### config.mk
export PLATFORM = sky130hd
export DESIGN_NAME = cpx_spc_rxbuf
export DESIGN_NICKNAME = d
export VERILOG_FILES = /design/src/rtl/cpx_spc_rxbuf.sv
export SDC_FILE = /design/constraint.sdc
export NUM_CORES = 1
export LEC_CHECK = 0
export ABC_AREA = 0
export BUFFER_PORTS_ARGS = -buffer_cell sky130_fd_sc_hd__buf_2
export CAP_MARGIN = 5
export CORE_ASPECT_RATIO = 1.4
export CORE_MARGIN = 1
export CORE_UTILIZATION = 45
export CTS_CLUSTER_SIZE = 14
export DETAILED_ROUTE_END_ITERATION = 7
export PLACE_DENSITY = 0.67
export SETUP_SLACK_MARGIN = 0.4
export SYNTH_ARGS = -nofsm -noshare
export SYNTH_HDL_FRONTEND = slang
export SYNTH_SLANG_ARGS = --single-unit
### constraint.sdc
create_clock -name rclk -period 5.8 [get_ports rclk]
set_input_delay 1.45 -clock rclk [delete_from_list [all_inputs] [get_ports rclk]]
set_output_delay 1.45 -clock rclk [all_outputs]
set_load 0.005 [all_outputs]
### src/rtl/cpx_spc_rxbuf.sv
// CPX receive buffer: circular packet FIFO with credit return and sticky overflow.
// Optional CPX_RXBUF_BYPASS_EN adds a zero-latency path when the buffer is empty.
module cpx_spc_rxbuf #(
  parameter int DEPTH = 4
) (
  input  logic                       rclk,
  input  logic                       reset,
  input  logic                       se,
  input  logic                       si,
  output logic                       so,
  input  logic [144:0]               cpx_spc_data_cx3,
  input  logic                       cpx_spc_data_rdy_cx3,
  output logic                       rxbuf_pkt_vld,
  output logic [144:0]               rxbuf_pkt,
  output logic [3:0]                 rxbuf_pkt_rtntype,
  input  logic                       rxbuf_pkt_ack,
  output logic                       rxbuf_credit_ret,
  output logic                       rxbuf_afull,
  output logic                       rxbuf_ovfl,
  output logic [$clog2(DEPTH):0]     rxbuf_count
);

  localparam int AW = $clog2(DEPTH);
  localparam int CW = AW + 1;

  logic [144:0]  mem [DEPTH];
  logic [AW-1:0] wr_ptr;
  logic [AW-1:0] rd_ptr;
  logic [CW-1:0] count;
  logic          ovfl;
  logic          credit;

  logic push;
  logic pop;
  logic empty;
  logic full;
  logic byp;
  logic wr_en;
  logic rd_en;

  assign so = se & si & 1'b0;

  assign push  = cpx_spc_data_rdy_cx3 & cpx_spc_data_cx3[144];
  assign empty = (count == '0);
  assign full  = (count == CW'(DEPTH));

`ifdef CPX_RXBUF_BYPASS_EN
  assign byp = push & empty;
`else
  assign byp = 1'b0;
`endif

  always_comb begin
    rxbuf_pkt = '0;
    if (!empty)
      rxbuf_pkt = mem[rd_ptr];
    else if (byp)
      rxbuf_pkt = cpx_spc_data_cx3;
  end

  assign rxbuf_pkt_vld     = !empty | byp;
  assign rxbuf_pkt_rtntype = rxbuf_pkt[143:140];
  assign pop   = rxbuf_pkt_ack & rxbuf_pkt_vld;
  assign rd_en = pop & !empty;
  // a bypassed packet consumed in the same cycle is never stored
  assign wr_en = push & !(full & !pop) & !(byp & pop);

  always_ff @(posedge rclk) begin
    if (reset) begin
      wr_ptr <= '0;
      rd_ptr <= '0;
      count  <= '0;
      ovfl   <= 1'b0;
      credit <= 1'b0;
    end else begin
      credit <= pop;
      if (wr_en) wr_ptr <= wr_ptr + AW'(1);
      if (rd_en) rd_ptr <= rd_ptr + AW'(1);
      count <= count + CW'(wr_en) - CW'(rd_en);
      if (push & full & !pop) ovfl <= 1'b1;
    end
  end

  always_ff @(posedge rclk) begin
    if (!reset && wr_en) mem[wr_ptr] <= cpx_spc_data_cx3;
  end

  assign rxbuf_count      = count;
  assign rxbuf_ovfl       = ovfl;
  assign rxbuf_credit_ret = credit;
  assign rxbuf_afull      = (count >= CW'(DEPTH - 1));

endmodule

==> reports/qor.yml <==
clocking:
  cts_setup_buffers: 0
  htreeDepth: 2
  cts_buffers: 55
  ctsResizeCount: 0
  cts_tree: "done"
  cts-root-buf: "clkbuf_16"
  cts_hold_buf: 0
  clk_pin_slew_worst_paths_ns: 0.06
  clk_latency_ns: 0.59
  clock_sinks: 591
  clockBufferDepth: 3
critical_path:
  cp_max_fo: 46
  crit_slowest_cell: "dfxtp_4"
  path_delay_family: "flip-flops"
  slowest_delay_ns: 0.83
  crit_buf_inv: 2
  crit_chain: "buf_4 > mux4_2 > and2_1 > buf_2"
  worstPathArrival_ns: 2.78
  critPathKind: "flop to output pin"
  worst_setup_path_end_kind: "output pin"
  critPathLaunchType: "flop"
  required_ns: 4.35
sta:
  hold_viol: 0
  setup_viol: 0
  finalMaxSlewViolations: 0
  rsz0062_at_grt: "no"
  slew_headroom: 0.3705
  hold_ws_ns: 0.4788
  post-route-period-util: 0.7291
  fin_tns_setup_ns: 0
  period_needed_ns: 4.229
  timing.fmax_mhz: 236.5
  worst_pin_slew_ns: 0.9443
  final.setup_skew_ns: 0.01913
placed_design:
  hpwl_um: 24740
  gp_congestion: 0.6986
  port_buffers: 304
  placed_cell_area_sq_um: 24710
logic_synthesis:
  yosys_register_bits: 591
  synth_nets: 1142
  synth_edf_count: 580
  async_reset_ff_frac: 0
  ys_types: 28
  netlist_instances: 983
  ys.flop_type: "edfxtp_1"
  seq_area_frac_synth: 0.7863
  yosys_warnings: 0
  synth_area_sq_um: 22430
  syn_area_per_cell_sq_um: 22.82
route:
  via_count: 10560
  wl_um: 43250
  routed_via_density: 5.309
  drc_errors: 0
  firstDrtPassIters: 6
  drtIter0Drc: 559
  postRouteAntennaNets: 0
  drt-wirelength-per-cell_um: 21.75
global_route:
  grt_usage: 0.1722
  grt_max_degree: 146
  grt_pass1_wl_um: 65140
  antenna_found_initial: 9
  grt_pass1_vias: 11236
  grt_remaining_overflow: 0
final_layout:
  drive_above_1_share: 0.4096
  finalNetCount: 1467
  synthToLayoutAreaGrowth_pct: 17.79
  fin_area_sq_um: 26420
die:
  die_width_um: 190.7
  core_sq_um: 49130
  rows: 96
  die_h_um: 266.2
  pin_count: 308
  fp.dieArea_sq_um: 50760
  start_util: 0.4566
outcome:
  status: "complete, no violations"
hold_path:
  holdCritPathClass: "flop to flop"
job:
  maxCapViolations: 0
power_and_ir_drop:
  p_leak_nw: 8.942
  power_density_nw_per_um2: 417.0
  peakVddDrop_uv: 518.8
## final cells by class
cell class,instances,area [sq um]
flip-flops and latches,591,17640
well taps,637,797.0
repair buffers,322,1757
clock inverters,27,170.2
clock buffers,72,1533
diodes,2,5.005
inverters,8,30.03
fillers,3832,22710
multi-input cells,330,4486
## path summary, 6_finish.rpt
| path | startpoint | endpoint | slack [ns] | depth (start not counted) |
|---|---|---|---|---|
| worst min register to register | rxbuf_ovfl | rxbuf_ovfl | 0.48 | 2 |
| worst min-delay path | rxbuf_ovfl | rxbuf_ovfl | 0.48 | 2 |
| worst max register to register | rxbuf_count[1] | mem[0][35] | 3.28 | 4 |
| worst max-delay path | flop | rxbuf_pkt[26] | 1.57 | 4 |
## per-layer routing
layer / share of wire / GRT usage / up-vias
met1: 0.39 / 0.2095 / 5512
met5: 0.0022 / 0 / -
met3: 0.063 / 0.04689 / 87
li1: - / - / 4652
met2: 0.52 / 0.2952 / 295
met4: 0.025 / 0.05773 / 14
## state kept, by name, indices dropped and copies added (netlist names), named ones only
register	cells
rxbuf_count	3
wr_ptr	2
rd_ptr	2
rxbuf_ovfl	1
rxbuf_credit_ret	1
mem	580
## logic make-up (layout without fill, tap and decap cells)
group,after synthesis,in the layout,synth area share
xor gates and xnor gates,3,3,0.001172
buffers and inverters,62,429,0.01445
and+or+nand+nor,167,167,0.04540
muxes,147,147,0.1465
AOI/OAI and AO/OA,4,4,0.001227
DFF,591,591,0.7863
other,1,3,0.0001672
adders and majority gates,8,8,0.004797
## placed cells by master, fill, tap and decap left out, drive strengths merged, types with 2 or more instances in the layout
| cell type | Yosys | layout |
|---|---|---|
| ha | 7 | 7 |
| dfxtp | 11 | 11 |
| edfxtp | 580 | 580 |
| nand2 | 2 | 2 |
| diode | 0 | 2 |
| xor2 | 2 | 2 |
| nor2 | 9 | 9 |
| nor2b | 2 | 2 |
| and2 | 149 | 149 |
| clkinv | 0 | 24 |
| clkbuf | 21 | 72 |
| nand2b | 2 | 2 |
| buf | 33 | 322 |
| clkinvlp | 0 | 2 |
| inv | 8 | 8 |
| mux4 | 145 | 145 |
## synthesized netlist by cell type (all sizes together) (2+ instances only)
cell	instances	area share
dfxtp	11	0.0098
mux4	145	0.15
buf	33	0.0096
ha	7	0.0039
inv	8	0.0013
xor2	2	0.00078
edfxtp	580	0.78
and2	149	0.042
nand2	2	0.00033
nor2b	2	0.00056
clkbuf	21	0.0035
nor2	9	0.0015
nand2b	2	0.00056
## stage by stage
| step | utilization | setup WS [ns] | std cells | total power [mW] |
|---|---|---|---|---|
| after floorplan | - | 1.761 | 983 | 6.633 |
| after global placement | 0.5031 | 2.108 | 1888 | 7.795 |
| after detailed placement | 0.5031 | 2.116 | 1888 | 7.808 |
| after CTS | 0.5377 | 1.461 | 1987 | 11.21 |
| after global routing | 0.5378 | 1.364 | 1988 | 11.55 |
| final | 0.5378 | 1.571 | 1989 | 11.02 |
## power breakdown
group | leakage [nW] | internal (mW) | switching (mW)
combinational | 2.78 | 1.41 | 1.32
clock | 0.836 | 1.90 | 1.48
sequential | 5.33 | 4.79 | 0.123
## worst register-to-register path: cells and delay by family (launching register included)
family	cells	cell delay [ns]
buf+inv	1	0.55
flops	1	0.45
simple gates	3	1.11
No activity file was read; power rests on OpenSTA's default activity.
